===== src/rtl/dup_range_param_if.sv =====
// dup_range_param_if
//   Generator-protocol bundle between a dup_range_param generator and its
//   consumer. The master side (consumer) drives the start request, the range
//   arguments and _ready. The slave side (generator) drives _valid, _done and
//   the tuple outputs _0 (range value) and _1 (copy index).
// Parameters
//   WIDTH  signed width of base/limit/step/_0
//   CNT_W  width of repeat_count/_1
interface dup_range_param_if #(
  parameter int WIDTH = 32,
  parameter int CNT_W = 8
);
  logic                    _start;
  logic signed [WIDTH-1:0] base;
  logic signed [WIDTH-1:0] limit;
  logic signed [WIDTH-1:0] step;
  logic        [CNT_W-1:0] repeat_count;
  logic                    _ready;
  logic                    _valid;
  logic                    _done;
  logic signed [WIDTH-1:0] _0;
  logic        [CNT_W-1:0] _1;

  modport master (
    output _start, base, limit, step, repeat_count, _ready,
    input  _valid, _done, _0, _1
  );

  modport slave (
    input  _start, base, limit, step, repeat_count, _ready,
    output _valid, _done, _0, _1
  );
endinterface


===== src/rtl/dup_range_param.sv =====
// dup_range_param
//   Streams range(base, limit, step) with every value repeated repeat_count
//   times. Each beat carries the value on _0 and its copy index on _1.
//   The range arguments are captured on _start, and generation (re)starts
//   from there. A beat held by a stalled consumer stays stable.
//   Stepping past the signed WIDTH range ends the stream instead of wrapping.
// Ports
//   _clock  sole clock, rising edge
//   _reset  asynchronous, active-low reset
//   bus     generator-protocol slave (see dup_range_param_if)
module dup_range_param #(
  parameter int WIDTH = 32,
  parameter int CNT_W = 8
) (
  input  logic              _clock,
  input  logic              _reset,
  dup_range_param_if.slave  bus
);

  typedef enum logic {
    IDLE = 1'b0,
    RUN  = 1'b1
  } state_e;

  state_e                  state_q, state_d;
  logic signed [WIDTH-1:0] cur_q,   cur_d;
  logic signed [WIDTH-1:0] lim_q,   lim_d;
  logic signed [WIDTH-1:0] stp_q,   stp_d;
  logic        [CNT_W-1:0] cnt_q,   cnt_d;
  logic        [CNT_W-1:0] rep_q,   rep_d;
  logic                    exh_q,   exh_d;
  logic                    valid_q, valid_d;
  logic                    done_q,  done_d;
  logic signed [WIDTH-1:0] out0_q,  out0_d;
  logic        [CNT_W-1:0] out1_q,  out1_d;

  logic             adv;
  logic             arg_step_zero;
  logic             arg_step_pos;
  logic             arg_in_range;
  logic             stp_pos;
  logic             cur_in_range;
  logic [WIDTH:0]   sum;
  logic             sum_ovf;

  // The output register may be reloaded when it is empty or being consumed.
  assign adv = bus._ready || !valid_q;

  // Range test on the raw start arguments, used to detect an empty stream.
  assign arg_step_zero = (bus.step == '0);
  assign arg_step_pos  = !bus.step[WIDTH-1] && !arg_step_zero;
  assign arg_in_range  = arg_step_pos ? (bus.base < bus.limit)
                                      : (bus.base > bus.limit);

  // Range test on the running value; step is never zero once running.
  assign stp_pos      = !stp_q[WIDTH-1];
  assign cur_in_range = stp_pos ? (cur_q < lim_q) : (cur_q > lim_q);

  // Sign-extended add: the top two bits disagree exactly when the next
  // value would not fit in WIDTH signed bits.
  assign sum     = {cur_q[WIDTH-1], cur_q} + {stp_q[WIDTH-1], stp_q};
  assign sum_ovf = sum[WIDTH] ^ sum[WIDTH-1];

  // NOTE: every next-state signal is defaulted to its current value before
  // any branch, so no path through this block can infer a latch.
  always_comb begin
    state_d = state_q;
    cur_d   = cur_q;
    lim_d   = lim_q;
    stp_d   = stp_q;
    cnt_d   = cnt_q;
    rep_d   = rep_q;
    exh_d   = exh_q;
    valid_d = valid_q;
    done_d  = done_q;
    out0_d  = out0_q;
    out1_d  = out1_q;

    if (bus._start) begin
      // A restart discards any beat still waiting for the consumer.
      cur_d   = bus.base;
      lim_d   = bus.limit;
      stp_d   = bus.step;
      cnt_d   = bus.repeat_count;
      rep_d   = '0;
      exh_d   = 1'b0;
      valid_d = 1'b0;
      if (arg_step_zero || (bus.repeat_count == '0) || !arg_in_range) begin
        state_d = IDLE;
        done_d  = 1'b1;
      end else begin
        state_d = RUN;
        done_d  = 1'b0;
      end
    end else begin
      unique case (state_q)
        IDLE: begin
          valid_d = 1'b0;
          done_d  = 1'b1;
        end
        RUN: begin
          if (adv) begin
            if (!exh_q && cur_in_range) begin
              out0_d  = cur_q;
              out1_d  = rep_q;
              valid_d = 1'b1;
              if (rep_q == cnt_q - CNT_W'(1)) begin
                rep_d = '0;
                // On overflow the value is frozen and the stream closes
                // on the next advance, after this last copy is taken.
                if (sum_ovf) begin
                  exh_d = 1'b1;
                end else begin
                  cur_d = sum[WIDTH-1:0];
                end
              end else begin
                rep_d = rep_q + CNT_W'(1);
              end
            end else begin
              valid_d = 1'b0;
              done_d  = 1'b1;
              state_d = IDLE;
            end
          end
        end
        default: state_d = IDLE;
      endcase
    end
  end

  // NOTE: sequential state uses non-blocking assignments so every register
  // samples the same pre-edge values of the combinational block.
  always_ff @(posedge _clock or negedge _reset) begin
    if (!_reset) begin
      state_q <= IDLE;
      cur_q   <= '0;
      lim_q   <= '0;
      stp_q   <= '0;
      cnt_q   <= '0;
      rep_q   <= '0;
      exh_q   <= 1'b0;
      valid_q <= 1'b0;
      done_q  <= 1'b0;
      out0_q  <= '0;
      out1_q  <= '0;
    end else begin
      state_q <= state_d;
      cur_q   <= cur_d;
      lim_q   <= lim_d;
      stp_q   <= stp_d;
      cnt_q   <= cnt_d;
      rep_q   <= rep_d;
      exh_q   <= exh_d;
      valid_q <= valid_d;
      done_q  <= done_d;
      out0_q  <= out0_d;
      out1_q  <= out1_d;
    end
  end

  assign bus._valid = valid_q;
  assign bus._done  = done_q;
  assign bus._0     = out0_q;
  assign bus._1     = out1_q;

endmodule


===== src/flat_wrapper.sv =====
// flat-port wrapper written by rule: the top's interface ports become plain ports
module dup_range_param_flat 
#(
  parameter int WIDTH = 32,
  parameter int CNT_W = 8
)
  (_clock, _reset, bus__start, bus_base, bus_limit, bus_step, bus_repeat_count, bus__ready, bus__valid, bus__done, bus__0, bus__1);
  dup_range_param_if #(.WIDTH(WIDTH), .CNT_W(CNT_W)) bus_i ();
  input  logic _clock;
  input  logic _reset;
  input wire logic [$bits(bus_i._start)-1:0] bus__start;
  input wire logic [$bits(bus_i.base)-1:0] bus_base;
  input wire logic [$bits(bus_i.limit)-1:0] bus_limit;
  input wire logic [$bits(bus_i.step)-1:0] bus_step;
  input wire logic [$bits(bus_i.repeat_count)-1:0] bus_repeat_count;
  input wire logic [$bits(bus_i._ready)-1:0] bus__ready;
  output wire logic [$bits(bus_i._valid)-1:0] bus__valid;
  output wire logic [$bits(bus_i._done)-1:0] bus__done;
  output wire logic [$bits(bus_i._0)-1:0] bus__0;
  output wire logic [$bits(bus_i._1)-1:0] bus__1;
  assign bus_i._start = bus__start;
  assign bus_i.base = bus_base;
  assign bus_i.limit = bus_limit;
  assign bus_i.step = bus_step;
  assign bus_i.repeat_count = bus_repeat_count;
  assign bus_i._ready = bus__ready;
  assign bus__valid = bus_i._valid;
  assign bus__done = bus_i._done;
  assign bus__0 = bus_i._0;
  assign bus__1 = bus_i._1;
  dup_range_param #(.WIDTH(WIDTH), .CNT_W(CNT_W)) u_core (._clock(_clock), ._reset(_reset), .bus(bus_i));
endmodule

===== config.mk =====
export PLATFORM = sky130hd
export DESIGN_NAME = dup_range_param_flat
export DESIGN_NICKNAME = d
export VERILOG_FILES = /design/src/rtl/dup_range_param_if.sv /design/src/rtl/dup_range_param.sv /design/src/flat_wrapper.sv
export SDC_FILE = /design/constraint.sdc
export NUM_CORES = 1
export LEC_CHECK = 0
export CORE_UTILIZATION = 50
export CTS_CLUSTER_SIZE = 16
export DETAILED_ROUTE_END_ITERATION = 6
export DONT_BUFFER_PORTS = 1
export SLEW_MARGIN = 40
export SYNTH_ARGS = -nofsm -noshare
export SYNTH_HDL_FRONTEND = slang
export SYNTH_SLANG_ARGS = --single-unit

===== constraint.sdc =====
create_clock -name _clock -period 5.6 [get_ports _clock]
set_input_delay 1.12 -clock _clock [delete_from_list [all_inputs] [get_ports _clock]]
set_output_delay 1.12 -clock _clock [all_outputs]
set_load 0.01 [all_outputs]

* Yosys cells after proc, flatten, opt, wreduce, memory -nomap -nowiden
Cells that the tools add are included.
** Operators by class
- Add/subtract/negate cells :: 3
- Order comparisons :: 4
- Equality and inequality tests :: 4
- Multiplexer cells :: 32
- Bitwise gates (word level) :: 3
- Reductions and logical operators :: 22
** Operator list (number)
- $mux W32 :: 6
- $gt A32 B32 Y1 :: 2
- $lt A32 B32 Y1 :: 2
- $mux W8 :: 5
- $add A32 B32 Y33 :: 1
- $logic_not A32 Y1 :: 1
- $mux W1 :: 19
- $reduce_and A5 Y1 :: 2
- $reduce_bool A2 Y1 :: 5
- $add A8 B1 Y8 const B :: 1
- $eq A8 B8 Y1 :: 1
- $logic_not A8 Y1 :: 1
- $sub A8 B1 Y8 const B :: 1
- $ne A3 B3 Y1 const B :: 2
- $logic_not A1 Y1 :: 5
- $pmux W1 S2 :: 2
- $reduce_and A4 Y1 :: 1
- $logic_or A1 B1 Y1 :: 3
- $reduce_and A3 Y1 :: 1
- $logic_and A1 B1 Y1 :: 2
- $ne A2 B2 Y1 const B :: 1
- $not A1 Y1 :: 2
- $reduce_and A2 Y1 :: 1
- $xor A1 B1 Y1 :: 1
** Storage, ports and cells
- Register bits after elaboration :: 156
- Input port bits :: 108
- Output and inout bits :: 42
- Logic and storage cells :: 79

* Depth between registers and ports, before layout
Gate-level depths: netlist of the first run.
- Depth after elaboration :: 8
- Depth in mapped cells :: 13
- Depth with buffers taken out :: 12

* Worst setup path before layout of the first run
OpenSTA, ideal clock, no wires.
- Path type :: input to register
- Start :: in bus_limit[17]
- End :: reg u_core.state_q
- Setup time :: 0.127 ns
- Data arrival time :: 3.160 ns
- Slack :: 2.312 ns
- Stages on the path :: 11
- Path through :: inv_1 > ha_1 > a21o_1 > a21o_1 > a21oi_1 > o21ai_0 > a221o_1 > a2111o_1 > o22ai_1 > mux2i_1 > or2_2
** On the way
- Cells in the longest elaborated chain, start to end :: 6
- Elaborated cells between the ends (all ways) :: 7
- Those cells by class :: order compare: 2; mux: 3; reduce/logical: 2
** RTL lines
- from (decl) :: RTL line flat_wrapper.sv:13 : input wire logic [$bits(bus_i.limit)-1:0] bus_limit;
- $gt A32 B32 Y1 / $lt A32 B32 Y1 (equally long branches) :: RTL line dup_range_param.sv:53, dup_range_param.sv:52
- $mux W1 * :: RTL line dup_range_param.sv:52 : assign arg_in_range = arg_step_pos ? (bus.base < bus.limit)
- $logic_not A1 Y1 * :: RTL line dup_range_param.sv:88 : if (arg_step_zero || (bus.repeat_count == '0) || !arg_in_range) begin
- $logic_or A1 B1 Y1 * :: RTL line dup_range_param.sv:88
- $mux W1 * :: RTL line dup_range_param.sv:88
- $mux W1 * :: RTL line dup_range_param.sv:79 : if (bus._start) begin
- net u_core.state_d :: RTL line dup_range_param.sv:25 : state_e state_q, state_d;
- to (signal assigned) :: RTL line dup_range_param.sv:147 : state_q <= state_d;
- to (decl) :: RTL line dup_range_param.sv:25
The timed path passes the listed nets; every way through them passes the cells marked *.
A chain may end at the register's enable or synchronous reset.

* Worst setup path in the final report of the first run
- Start :: reg u_core.cur_q[19]
- End :: reg u_core.cur_q[18]
** On the way
- Cells in the longest elaborated chain, start to end :: 5
- Elaborated cells between the ends (all ways) :: 9
- Those cells by class :: add/sub: 1; order compare: 2; eq/ne: 1; mux: 1; bitwise: 1; reduce/logical: 3
** RTL lines
- from (decl) :: RTL line dup_range_param.sv:26 : logic signed [WIDTH-1:0] cur_q, cur_d;
- from (signal assigned) :: RTL line dup_range_param.sv:148 : cur_q <= cur_d;
- $lt A32 B32 Y1 / $gt A32 B32 Y1 (equally long branches) :: RTL line dup_range_param.sv:57 : assign cur_in_range = stp_pos ? (cur_q < lim_q) : (cur_q > lim_q);
- $mux W1 :: RTL line dup_range_param.sv:57
- $logic_and A1 B1 Y1 :: RTL line dup_range_param.sv:103 : if (!exh_q && cur_in_range) begin
- $reduce_bool A2 Y1 (no source line)
- $reduce_and A5 Y1 (no source line) *
Mark *: on every way between the ends. The rest lies on a longest branch, timed or not.

==> results of run 1 <==
stage by stage:
step	hold WS, ns	worst slack (ns)
floorplan	0.478	2.31
global placement	0.498	1.64
detailed placement	0.507	1.52
CTS	0.370	1.51
global route	0.357	1.13
finish	0.381	1.48
state kept, by name, summed over array words and instances, names as in the netlist:
signal,flops
u_core.bus._1,8
u_core.cnt_q,8
u_core.state_q,1
u_core.cur_q,32
u_core.rep_q,8
u_core.bus._0,32
u_core.bus._valid,1
u_core.bus._done,1
u_core.stp_q,32
u_core.lim_q,32
u_core.exh_q,1
synth_stat cells, types with 6 or more instances:
library cell and instances:
a211oi_1 7, a21o_1 21, a21oi_1 74, buf_2 9
buf_4 7, clkbuf_1 16, dfrtp_1 156, ha_1 98
inv_1 120, mux2_2 76, nand2_1 80, nand2b_1 6
nand3_1 20, nand4_1 19, nor2_1 36, nor3_1 14
nor4_1 14, o211ai_1 8, o21ai_0 60, o32ai_1 21
xnor2_1 27, xor2_1 12
placed cells by master (no fill, tap or decap), drive strengths merged, types with 9 or more instances in the layout:
cell	count
a211oi	9
a21o	21
a21oi	77
clkbuf	21
dfrtp	156
ha	98
inv	121
mux2	79
nand2	80
nand3	21
nand4	20
nor2	36
nor3	19
nor4	15
o211ai	10
o21ai	65
o32ai	21
xnor2	28
xor2	13
worst min-delay path by stage:
stage / to / slack [ns]
6_report: u_core.bus._1[6]$_DFFE_PN0P_ / 0.38
2_1_floorplan: u_core.exh_q$_DFFE_PN0P_ / 0.48
3_5_place_dp: u_core.stp_q[0]$_DFFE_PN0P_ / 0.51
4_1_cts: u_core.bus._1[6]$_DFFE_PN0P_ / 0.37
3_3_place_gp: u_core.stp_q[0]$_DFFE_PN0P_ / 0.50
5_1_grt: u_core.bus._1[6]$_DFFE_PN0P_ / 0.36
layer usage:
metal	vias to the layer above	GRT usage, %	part of all wire, %
li1	3722	-	-
met1	3747	35.7	45
met2	170	43.9	48
met3	20	5.40	4.9
met4	0	6.20	1.3
met5	-	0	0
layout make-up:
| type | count | area, µm² | share of cell area, % |
|---|---|---|---|
| sequential | 156 | 3900 | 35.7 |
| inverter | 120 | 450 | 4.12 |
| tap | 265 | 332 | 3.03 |
| multi-input combinational | 722 | 5590 | 51.1 |
| clock inverter | 9 | 139 | 1.27 |
| timing repair buffer | 5 | 65.1 | 0.595 |
| clock buffer | 21 | 460 | 4.21 |
kinds of logic after synthesis:
group	after synthesis	synth area share [%]
flip-flops	156	38.4
XOR/XNOR	41	3.90
adder cells (fa/ha/maj)	99	12.3
buffers and inverters	158	6.68
AO/OA/AOI/OAI	272	18.4
AND/OR/NAND/NOR	228	11.3
multiplexers	82	9.05
worst max-delay path, cell delays in order, from the launching register on:
cell and delay, ns:
dfrtp_1 0.41, ha_1 0.32, a21oi_1 0.20, o21ai_1 0.12
a2111oi_2 0.48, a31oi_1 0.20, a31o_1 0.27, nor3_1 0.55
nand3_2 0.71, nor2_1 0.56, a221oi_1 0.14
power groups by stage:
stage	logic, mW	registers (mW)	clock network [mW]
after CTS	1.24	1.60	1.22
after detailed placement	1.23	1.62	0
after floorplan	1.01	1.54	0
after global routing	1.38	1.62	1.27
final	1.24	1.59	1.21
after global placement	1.20	1.62	0
==> impl_metrics.yaml, run 1 <==
outcome:
  outcome: "complete, no violations"
detailed_routing:
  drtAntennaViolNets: 0
  vias_per_cell: 5.90
  firstDrtPassIters: 5
  wl_per_cell_um: 20.4
  drt_iter0_markers: 458
  finalWirelength_um: 26500
  route.vias.total: 7659
  drc: 0
layout:
  area_growth_pct: 7.61
  fin_area_um2: 10900
  postLayoutCoreUtil_pct: 55.5
  n_antenna_cell: 0
  fillCellCount: 1768
  instances_no_fill: 1298
  nets: 1229
  drive_above_1_share_pct: 13.9
pwr:
  power.share.clock_pct: 29.8
  p_leak_nw: 5.00
  p_per_area_nw_per_um2: 369
  p_int_mw: 2.62
  combPwrFrac_pct: 30.8
  switchingPower_mw: 1.42
  vdd_drop_max_mv: 0.230
  switching_share_pct: 35.1
  p_seq_share_pct: 39.4
  power_mw: 4.04
setup_path:
  crit_start: "u_core.cur_q[19]$_DFFE_PN0P_"
  crit_type: "reg2reg"
  cp_max_fo: 24
  cp-endpoint: "u_core.cur_q[18]$_DFFE_PN0P_"
  reg2reg_depth: 10
  cp-end-kind: "flip-flop"
  worst_setup_path_start_kind: "flip-flop"
  required_ns: 5.88
  reg2reg_slack_ns: 1.48
  r2r_start: "u_core.cur_q[19]$_DFFE_PN0P_"
  r2r_end: "u_core.cur_q[18]$_DFFE_PN0P_"
  crit_arrival_ns: 4.40
clock_network:
  clk_latency_ns: 0.43
  cts_resized: 0
  cts_tree: "yes"
  postCtsSetupBuffers: 0
  path_clk_slew_ns: 0.07
  cts_buffers: 17
  h-tree-depth: 4
  cts_sinks: 156
  cts-root-buf: "clkbuf_16"
  cts_hold_buf: 0
  cts_buffer_depth: 2
die:
  ios: 150
  dieWidth_um: 145
  rows: 51
  die_h_um: 145
  dieArea_um2: 20900
  coreArea_um2: 19700
  start_util_pct: 51.6
logic_synthesis:
  yosysSeqAreaShare_pct: 38.4
  yosysWarnings: 0
  synth_area_leaders: "dfrtp_1, ha_1, mux2_2"
  syn_area_per_cell_um2: 9.81
  synth-main-ff-cell: "dfrtp_1"
  netlist_instances: 1036
  ys_ff_latch: 156
  yosysTopAreaCellShare_pct: 38.4
  syn-num-nets: 1243
  synth_top_cell_by_area: "dfrtp_1"
  synth-async-reset-ratio_pct: 100
  synth-edff-count: 0
  ys_types: 85
  synth_area_um2: 10200
timing:
  fin_skew_ns: 0.0105
  setup_viol: 0
  finalSetupTns_ns: 0
  slew-limit-headroom_pct: 49.6
  worstMarginPinSlew_ns: 0.750
  rsz0062_at_grt: "no"
  fmax_ghz: 0.243
  hold_violations: 0
  fin_crit_ns: 4.12
  period_share_pct: 73.6
  finalMaxSlewViolations: 0
grt:
  grt_pass1_wl_um: 41400
  antenna_found_initial: 0
  grt_usage_pct: 26.6
  grt.overflow.total: 0
  grt_pass1_vias: 7455
  grt_max_degree: 157
place:
  hpwl_um: 20000
  io_buffers: 0
  placed_area_um2: 10300
  dp.cells: 1268
  place_congestion: 0.887
worst_hold_path:
  hold_class: "in2async"
job:
  drv_cap: 0
No activity file was read; power rests on OpenSTA's default activity.
==> run 2: changes to the inputs <==
==> constraint.sdc (replaced) <==
create_clock -name _clock -period 4.24 [get_ports _clock]
set_input_delay 0.848 -clock _clock [delete_from_list [all_inputs] [get_ports _clock]]
set_output_delay 0.848 -clock _clock [all_outputs]
set_load 0.01 [all_outputs]
==> impl_metrics.yaml, run 2 (synthesized netlist as in run 1, its figures left out) <==
outcome:
  outcome: "complete, no violations"
layout:
  final_common_cell: "dfrtp_1"
  n_antenna_cell: 0
  instances_no_fill: 1303
  mostFrequentLayoutCells: "dfrtp_1, inv_1, ha_1"
  drive_above_1_share_pct: 14.2
  fillCellCount: 1775
  fin_area_um2: 10900
  multiInputGateArea_um2: 5590
  nets: 1232
  area_growth_pct: 7.68
  seq_area_um2: 3900
job:
  drv_cap: 0
pwr:
  p_per_area_nw_per_um2: 487
  p_leak_nw: 5.00
  power_mw: 5.33
  vdd_drop_max_mv: 0.309
place:
  placed_area_um2: 10300
  place_congestion: 0.928
  io_buffers: 0
  dp.cells: 1270
  hpwl_um: 20000
clock_network:
  cts_sinks: 156
  cts_buffers: 17
  cts_hold_buf: 0
  cts-root-buf: "clkbuf_16"
  clk_latency_ns: 0.44
  cts_tree: "yes"
  path_clk_slew_ns: 0.07
  cts_buffer_depth: 2
  h-tree-depth: 4
  cts_resized: 0
  postCtsSetupBuffers: 0
timing:
  period_share_pct: 89.7
  slew-limit-headroom_pct: 44.3
  fin_skew_ns: 0.0129
  finalSetupTns_ns: 0
  worstMarginPinSlew_ns: 0.829
  fmax_ghz: 0.263
  finalMaxSlewViolations: 0
  hold_violations: 0
  setup_viol: 0
  fin_crit_ns: 3.80
  rsz0062_at_grt: "no"
detailed_routing:
  drtAntennaViolNets: 0
  wl_per_cell_um: 20.4
  drc: 0
  firstDrtPassIters: 5
  route.vias.total: 7661
  finalWirelength_um: 26600
  vias_per_cell: 5.88
  drt_iter0_markers: 507
die:
  start_util_pct: 51.6
  die_h_um: 145
  dieWidth_um: 145
  ios: 150
  rows: 51
  dieArea_um2: 20900
  coreArea_um2: 19700
grt:
  grt_usage_pct: 26.7
  antenna_found_initial: 0
  grt_pass1_vias: 7443
  grt.overflow.total: 0
  grt_pass1_wl_um: 41600
  grt_max_degree: 157
setup_path:
  crit_type: "reg2reg"
  crit_arrival_ns: 4.12
  crit_family: "simple AND/OR/NAND/NOR gates"
  cp-end-kind: "flip-flop"
  crit_path_cell_trace: "ha_1 > nand4_1 > nor4_2 > o21ai_1 > a31oi_1 > o211ai_1 > or3_4 > nor3_4 > a21oi_4 > buf_8 > a221o_1"
  cp_slowest_cell: "nor4_2"
  worst_setup_path_start_kind: "flip-flop"
  required_ns: 4.55
  cp_max_fo: 15
  timing.critical_path.buf_inv: 1
  slowest_delay_ns: 0.51
worst_hold_path:
  hold_class: "in2async"
==> run 2: cell count changes in the layout (fill, tap and decap cells not counted) <==
cell / delta
buf_16: -1
buf_4: +4
clkbuf_1: +2
clkinvlp_4: +2
clkinv_4: -2
==> run 2: path summary, 6_finish.rpt <==
kind / startpoint / to / slack [ns] / depth (start not counted)
worst max register to register: u_core.cur_q[15]$_DFFE_PN0P_ / u_core.cur_q[29]$_DFFE_PN0P_ / 0.44 / 11
worst max-delay path: u_core.cur_q[15]$_DFFE_PN0P_ / u_core.cur_q[29]$_DFFE_PN0P_ / 0.44 / 11
worst min-delay path: _reset / u_core.cnt_q[0]$_DFFE_PN0P_ / 0.11 / 0
max in group asynchronous: _reset / u_core.lim_q[13]$_DFFE_PN0P_ / 3.92 / 0
worst min register to register: u_core.lim_q[0]$_DFFE_PN0P_ / u_core.lim_q[0]$_DFFE_PN0P_ / 0.53 / 1
min in group _clock: bus__start / u_core.cnt_q[1]$_DFFE_PN0P_ / 0.51 / 1
==> run 2: report_power, final <==
group	switching, mW	internal (mW)
clock	0.645	0.961
sequential	0.327	1.78
combinational	0.898	0.723
==> run 2: cell type report <==
type	count	share of cell area, %
Tap cell	265	3.03
Inverter	120	4.11
Timing Repair Buffer	8	0.617
Sequential cell	156	35.7
Clock inverter	9	1.25
Clock buffer	23	4.27
Multi-Input combinational cell	722	51.1
==> run 2: per-layer routing <==
layer  part of all wire (%)  GRT usage (%)
met5                      0              0
met4                    1.6           8.09
met3                    4.1           4.60
met2                     48           44.1
met1                     46           35.5
==> run 2: through the flow <==
stage / utilization [%] / hold slack, ns / setup WS, ns
3_5_place_dp: 52.4 / 0.512 / 0.523
4_1_cts: 55.4 / 0.0931 / 0.500
2_1_floorplan: - / 0.478 / 1.22
3_3_place_gp: 52.4 / 0.500 / 0.602
6_report: 55.5 / 0.109 / 0.435
5_1_grt: 55.5 / 0.0929 / 0.234
